==> config.mk <==
export PLATFORM = sky130hd
export DESIGN_NAME = alu_exec_stage
export DESIGN_NICKNAME = d
export VERILOG_FILES = /design/src/rtl/alu_exec_stage.sv
export SDC_FILE = /design/constraint.sdc
export NUM_CORES = 1
export LEC_CHECK = 0
export ABC_AREA = 1
export CORE_MARGIN = 4
export CORE_UTILIZATION = 42
export DETAILED_ROUTE_END_ITERATION = 12
export PLACE_DENSITY = 0.61
export SLEW_MARGIN = 0
export SYNTH_ARGS = -nofsm -noshare
export SYNTH_HDL_FRONTEND = slang
export SYNTH_SLANG_ARGS = --single-unit
==> constraint.sdc <==
create_clock -name clk -period 2.3 [get_ports clk]
set_input_delay 0.345 -clock clk [delete_from_list [all_inputs] [get_ports clk]]
set_output_delay 0.345 -clock clk [all_outputs]
set_load 0.005 [all_outputs]
==> src/rtl/alu_exec_stage.sv <==
// Execute stage behind ALUcontrol: computes result/zero/taken and holds them in a 2-entry output buffer.
// Optional feature: define ALU_OVF_EN to add the out_ovf port and its per-beat storage.
module alu_exec_stage #(
  parameter int WIDTH = 32
) (
  input  logic             clk,
  input  logic             rst_n,
  input  logic             in_valid,
  output logic             in_ready,
  input  logic [2:0]       in_alu_ctrl,
  input  logic [WIDTH-1:0] in_a,
  input  logic [WIDTH-1:0] in_b,
  output logic             out_valid,
  input  logic             out_ready,
  output logic [WIDTH-1:0] out_result,
  output logic             out_zero,
  output logic             out_taken
`ifdef ALU_OVF_EN
  ,
  output logic             out_ovf
`endif
);

  typedef struct packed {
    logic [WIDTH-1:0] result;
    logic             zero;
    logic             taken;
`ifdef ALU_OVF_EN
    logic             ovf;
`endif
  } beat_t;

  // State encoding mirrors {out_valid, skid_valid}.
  typedef enum logic [1:0] {
    EMPTY = 2'b00,
    ONE   = 2'b10,
    FULL  = 2'b11
  } state_e;

  function automatic beat_t alu_compute(input logic [2:0]       ctrl,
                                        input logic [WIDTH-1:0] a,
                                        input logic [WIDTH-1:0] b);
    beat_t            bt;
    logic [WIDTH-1:0] sum;
    logic [WIDTH-1:0] diff;
`ifdef ALU_OVF_EN
    logic             is_add;
    logic             is_sub;
`endif
    bt   = '0;
    sum  = a + b;
    diff = a - b;
    case (ctrl)
      3'b010:  bt.result = sum;
      3'b110:  bt.result = diff;
      3'b000:  bt.result = a & b;
      3'b001:  bt.result = a | b;
      3'b111:  bt.result = {{(WIDTH-1){1'b0}}, ($signed(a) < $signed(b))};
      3'b101: begin
        bt.result = diff;
        bt.taken  = (a == b);
      end
      3'b011: begin
        bt.result = diff;
        bt.taken  = (a != b);
      end
      3'b100:  bt.result = {WIDTH{1'b0}};
      default: bt.result = {WIDTH{1'b0}};
    endcase
    bt.zero = (bt.result == {WIDTH{1'b0}});
`ifdef ALU_OVF_EN
    is_add = (ctrl == 3'b010);
    is_sub = (ctrl == 3'b110) || (ctrl == 3'b101) || (ctrl == 3'b011);
    // Overflow is judged on sign bits only: operands' signs versus the wrapped result's sign.
    bt.ovf = (is_add && (a[WIDTH-1] == b[WIDTH-1]) && (sum[WIDTH-1]  != a[WIDTH-1])) ||
             (is_sub && (a[WIDTH-1] != b[WIDTH-1]) && (diff[WIDTH-1] != a[WIDTH-1]));
`endif
    return bt;
  endfunction

  state_e state_q, state_d;
  logic   in_ready_q, in_ready_d;
  beat_t  out_q, out_d;
  beat_t  skid_q, skid_d;
  beat_t  comp_s;
  logic   in_fire_s;
  logic   out_fire_s;

  assign comp_s     = alu_compute(in_alu_ctrl, in_a, in_b);
  assign in_fire_s  = in_valid & in_ready_q;
  assign out_fire_s = (state_q != EMPTY) & out_ready;

  // Next-state and buffer-load decisions for the output/skid pair.
  always_comb begin
    state_d = state_q;
    out_d   = out_q;
    skid_d  = skid_q;
    case (state_q)
      EMPTY: begin
        if (in_fire_s) begin
          state_d = ONE;
          out_d   = comp_s;
        end else begin
          state_d = EMPTY;
        end
      end
      ONE: begin
        if (in_fire_s && out_fire_s) begin
          out_d = comp_s;
        end else if (in_fire_s) begin
          state_d = FULL;
          skid_d  = comp_s;
        end else if (out_fire_s) begin
          state_d = EMPTY;
        end else begin
          state_d = ONE;
        end
      end
      FULL: begin
        if (out_fire_s) begin
          state_d = ONE;
          out_d   = skid_q;
        end else begin
          state_d = FULL;
        end
      end
      default: state_d = EMPTY;
    endcase
    // Registered in_ready: computed from the next state so it is valid the cycle it is needed.
    in_ready_d = (state_d != FULL);
  end

  // State, ready and data registers; reset discards both entries.
  always_ff @(posedge clk or negedge rst_n) begin
    if (!rst_n) begin
      state_q    <= EMPTY;
      in_ready_q <= 1'b1;
      out_q      <= '0;
      skid_q     <= '0;
    end else begin
      state_q    <= state_d;
      in_ready_q <= in_ready_d;
      out_q      <= out_d;
      skid_q     <= skid_d;
    end
  end

  assign in_ready   = in_ready_q;
  assign out_valid  = (state_q != EMPTY);
  assign out_result = out_q.result;
  assign out_zero   = out_q.zero;
  assign out_taken  = out_q.taken;
`ifdef ALU_OVF_EN
  assign out_ovf    = out_q.ovf;
`endif

endmodule

Yosys cells after proc, flatten, opt, wreduce, memory -nomap -nowiden. Index checks and enable logic that the tools add are counted.

Shift-type cells: 0. Multiplexer cells: 12. $add $sub $neg: 2. Equal/unequal tests: 15. Multipliers: 0. Divide/modulo/power cells: 0. Bitwise logic cells: 5. Reductions and logical operators: 9. $lt $le $gt $ge: 1.

Operators by type and width (count): case mux 32 bit (6 select lines) (1); two-way mux 34 bit (3); case mux 34 bit (3 select lines) (1); adder 32 bit (1); AND 32 bit (1); equality test 32 bit (1); logical NOT 32 bit (1); less-than comparator 32 bit (1); != test 32 bit (1); OR 32 bit (1); subtractor 32 bit (1); equality test 3 bit (second input constant) (4); two-way mux 2 bit (4); != test 2 bit (second input constant) (4); equality test 3 x 2 -> 1 bit (second input constant) (2); case mux 2 bit (3 select lines) (1); equality test 2 bit (second input constant) (2); AND reduction 4 bit (1); equality test 3 x 1 -> 1 bit (second input constant) (1); logical NOT 3 bit (1); AND reduction 3 bit (1); nonzero test 3 bit (1); OR reduction 3 bit (1); AND 1 bit (2); 6 further kinds (6).

Bits in latches: 0. Input port bits: 71. Memory bits (read-only): 0. RAM bits: 0. Register bits: 71. Memories kept: 0. Output and inout bits: 36. Word-level logic and storage cells: 52.

Longest topological paths before layout. Gate-level depths: netlist of run 1.

Depth after elaboration: 7. Depth in mapped cells: 22. Depth with buffers taken out: 22.

Worst setup path after synthesis of run 1. OpenSTA, ideal clock, no wires.

Kind: input to register. Start point: input port in_a[0]. End point: register out_q (netlist bit out_zero). Setup time: 66 ps. Data arrival time: 2238 ps. Path buffers: 0. Slack: -3 ps. Stages on the path: 20. Data required time: 2234 ps. Cells stage by stage: inv_1 -> ha_1 -> fa_1 -> inv_1 -> nand3_1 -> nand3_1 -> nand2_1 -> nand2_1 -> nand2_1 -> nand3_1 -> nand3_1 -> nor2_1 -> nand2_1 -> nor2_1 -> nand2_1 -> nor2_1 -> nand3_1 -> nand2_1 -> nand2_1 -> nand2_1.

Cells in the longest elaborated chain, start to end: 5. Elaborated cells on any way between the ends: 10. Those cells by class: 2 x add/sub; 1 x order compare; 4 x mux; 2 x bitwise; 1 x reduce/logical.

RTL lines: start, declared (RTL line 11) `input logic [WIDTH-1:0] in_a,`; subtractor 32 bit (tied with other cells) (RTL line 52) `diff = a - b;`; case mux 32 bit (6 select lines) * (RTL line 53) `case (ctrl)`; logical NOT 32 bit * (RTL line 70) `bt.zero = (bt.result == {WIDTH{1'b0}});`; two-way mux 34 bit (on tied branches) (RTL line 108, 100); case mux 34 bit (3 select lines) * (RTL line 98) `case (state_q)`; end signal, assigned (RTL line 143) `out_q <= out_d;`; end, declared (RTL line 83) `beat_t out_q, out_d;`.

Mark *: on every way between the ends. The rest lies on a longest branch, timed or not. The select of a mux whose other input is x is not followed. A chain may end at the register's enable or synchronous reset.

Worst setup path in the final report of run 1.
Start point: input port in_b[2]. End point: register out_q (netlist bit out_zero).

Cells in the longest elaborated chain, start to end: 5. Elaborated cells on any way between the ends: 10. Those cells by class: 2 x add/sub; 1 x order compare; 4 x mux; 2 x bitwise; 1 x reduce/logical.

RTL lines: start, declared (RTL line 12) `input logic [WIDTH-1:0] in_b,`; subtractor 32 bit (tied with other cells) (RTL line 52); case mux 32 bit (6 select lines) * (RTL line 53); logical NOT 32 bit * (RTL line 70); two-way mux 34 bit (on tied branches) (RTL line 108, 100); case mux 34 bit (3 select lines) * (RTL line 98).

Marked as above.

==> impl_metrics.json, run 1 <==
{
  "outcome": "complete, but fails checks",
  "failed_checks": "negative setup slack",
  "preCtsSetupSlack_ns": -1.157,
  "fin_crit_ns": 2.358,
  "crit_path_frequent_cell": "nand2_1",
  "cpLargestDelayFamily": "simple AND/OR/NAND/NOR gates",
  "fin_crit_sh_pct": 102.5,
  "leakage_nw": 8.575,
  "final_common_cell": "nand2_1",
  "row_count": 54,
  "wl_per_cell_um": 16.11,
  "crit_chain": "buf_4 > inv_2 > ha_4 > nand2_4 > nand2_4 > nand2_1 > nand2_1 > nand2_1 > nand3b_1 > a21oi_1 > o21ai_1 > nand3_2 > inv_1 > nand2_1 > nor2_1 > nand2_1 > nor2_2 > nand3_1 > nand2_1 > nand2_1 > nand2_1",
  "die_w_um": 158.8,
  "ys_async_sr_fraction_pct": 100.0,
  "multi_input_area_um2": 8328,
  "setup_slack_ns": -0.05827,
  "syn2layout_area_growth_pct": 66.88,
  "via_count": 12341,
  "setup_tns_ns": -0.07997,
  "postCtsHoldBufs": 0,
  "die_h_um": 158.8,
  "max_cap_violations": 0,
  "slowest_stage": "ha_4",
  "critical_path_arrival_ns": 2.62,
  "tightest_slew_ns": 0.5847,
  "crit_path_start_kind": "input pin",
  "antenna_found_initial": 0,
  "clkTransAtPathRegs_ns": 0.05,
  "path_buf_inv": 3,
  "synth_edf_count": 0,
  "setup_viol": 2,
  "grt_start_max_net_pins": 45,
  "cts_num_sinks": 71,
  "start_util_pct": 43.24,
  "max_freq_mhz": 424.0,
  "numCtsBuffers": 9,
  "dp_cells": 2343,
  "yosysUniqueCellTypes": 44,
  "slowest_delay_ns": 0.36,
  "synth_top_flop_cell": "dfrtp_1",
  "yosysWarnings": 0,
  "synthCells": 1691,
  "hold_viol": 0,
  "clk_path_buf_depth": 2,
  "yosysTopAreaCellShare_pct": 23.14,
  "rsz0062_at_grt": "yes",
  "crit_required_ns": 2.56,
  "total_power_mw": 9.060,
  "clk_latency_ns": 0.32,
  "globalplace.congestion": 0.9803,
  "antenna_cells": 0,
  "ff_latch_area_um2": 1778,
  "final_antenna_net_count": 0,
  "ir_drop_uv": 387.7,
  "p_per_area_nw_per_um2": 568.3,
  "finalNonFillerCells": 2415,
  "max_slew_margin_pct": 61.02,
  "dieArea_um2": 25220,
  "fin_nets": 2303,
  "cp.depth": 21,
  "clockRootBuffer": "clkbuf_16",
  "grt_first_pass_wirelength_mm": 59.33,
  "synth-seq-cells": 71,
  "drt-initial-drc-count": 923,
  "synth.yosys.seq_area_share_pct": 18.61,
  "syn_nets": 1864,
  "final_util_pct": 72.15,
  "finClkSkew_ns": 0.006263,
  "drc": 0,
  "finalMaxSlewViolations": 0,
  "dr.pass1.iters": 7,
  "cts_tree": "yes",
  "synthTopCellsByArea": "nand2_1 (23%), dfrtp_1 (18%), ha_1 (13%), inv_1 (13%), nand3_1 (6.2%)",
  "port_buffers": 106,
  "grt_use_total_pct": 28.60,
  "dpl.hpwl_mm": 29.88,
  "rr_worst_depth": 14,
  "h-tree-depth": 3,
  "core_area_um2": 22090,
  "n_fill_cell": 1885,
  "grt_overflow": 0,
  "worstSetupPathType": "in2reg",
  "wl_mm": 38.91,
  "mostFrequentLayoutCells": "nand2_1 (436), buf_4 (325), inv_1 (230)",
  "io_pins": 107,
  "crit_path_max_fanout": 7,
  "grt_pass1_vias": 11586,
  "yosysTopAreaCell": "nand2_1",
  "drive_gt1_share_pct": 44.17,
  "end_kind": "flip-flop",
  "via_per_inst": 5.110,
  "synth_area_per_cell_um2": 5.649,
  "synthesis.area_um2": 9553,
  "hold_class": "in2async"
}
-- path summary, 6_finish.rpt --
path / startpoint / to / slack, ns
max in group asynchronous: rst_n / skid_q[31] / 1.66
min: rst_n / skid_q[10] / 0.02
min reg2reg: out_result[9] / out_result[9] / 0.47
min in group clk: out_result[9] / out_result[9] / 0.47
max reg2reg: state_q[1] / out_result[17] / 0.25
max: in_b[2] / out_zero / -0.06
-- per-stage QoR --
step                cell area (um^2)  hold slack [ns]
floorplan                       9555          0.04941
global placement               13190           0.3750
detailed placement             13190           0.3763
CTS                            15090          0.02753
global route                   15940          0.05885
finish                         15940          0.01854
-- area by class of cell --
cell class,count,share of cell area (%)
clock buffer,15,1.742
multi-input combinational,1230,52.24
tap,280,2.198
sequential,71,11.15
inverter,339,8.178
timing repair buffer,479,24.46
clock inverter,1,0.03139
-- Yosys cell counts (4+ instances only) --
master	instances
inv_2	7
nor2_1	127
inv_1	331
ha_1	100
nand3_2	6
nor3_1	7
buf_2	18
nand2_1	589
nand2_2	7
nand3_1	119
o21bai_1	4
o21a_1	5
nand3b_1	9
buf_4	5
and2_1	4
o21ai_0	100
dfrtp_1	70
a21oi_1	82
clkbuf_1	20
nand4_1	12
o22ai_1	17
nor2_2	13
-- sequential cells by signal (all words and copies together), names as in the netlist --
signal / flops
skid_q: 34
state_q: 2
out_zero: 1
out_result: 32
out_taken: 1
in_ready: 1
-- worst reg2reg max path, cell delays in order (launching register included) --
cell	delay, ns
dfrtp_1	0.41
inv_1	0.10
ha_1	0.16
inv_1	0.07
nand2_1	0.10
inv_1	0.07
nor2_1	0.10
inv_1	0.06
nand2_1	0.05
inv_1	0.04
nand2_2	0.19
buf_4	0.27
a21oi_1	0.06
o21ai_0	0.15
nand2_1	0.09
-- per-layer routing --
metal  routed length, um  global-route usage (%)  vias to the layer above
li1                    -                       -                     6085
met1               17510                   40.34                     5748
met2               18310                   46.78                      446
met3                2168                   2.307                       62
met4                 920                   8.994                        0
met5                   0                       0                        -
-- report_power, final --
group,switching (mW),internal (mW)
Combinational,3.11,2.58
Sequential,0.273,1.82
Clock,0.467,0.817
-- logic make-up (layout without fill, tap and decap cells) --
group                      Yosys count  in the layout  share of synthesized area (%)
and+or+nand+nor                    905            905                          39.40
buffers and inverters              390            834                          15.95
AOI/OAI and AO/OA                  221            221                          12.34
adders and majority gates          102            102                          13.52
DFF                                 71             71                          18.61
xor gates and xnor gates             2              2                         0.1834
-- timing repair --
item / CTS / global route
setup endpoints to repair: 64 / 39
gates resized for setup: 548 / 325
setup buffers: 44 / 16
pin swaps: 146 / 171
endpoints found under the hold margin: 0 / 0
Note: power is estimated with default switching activity, not from simulation.
==> run 2: changes to the inputs <==
- SLEW_MARGIN: 0 -> 5
==> results of run 2 <==
No change in the layout: final DEF, timing and power equal those of run 1.
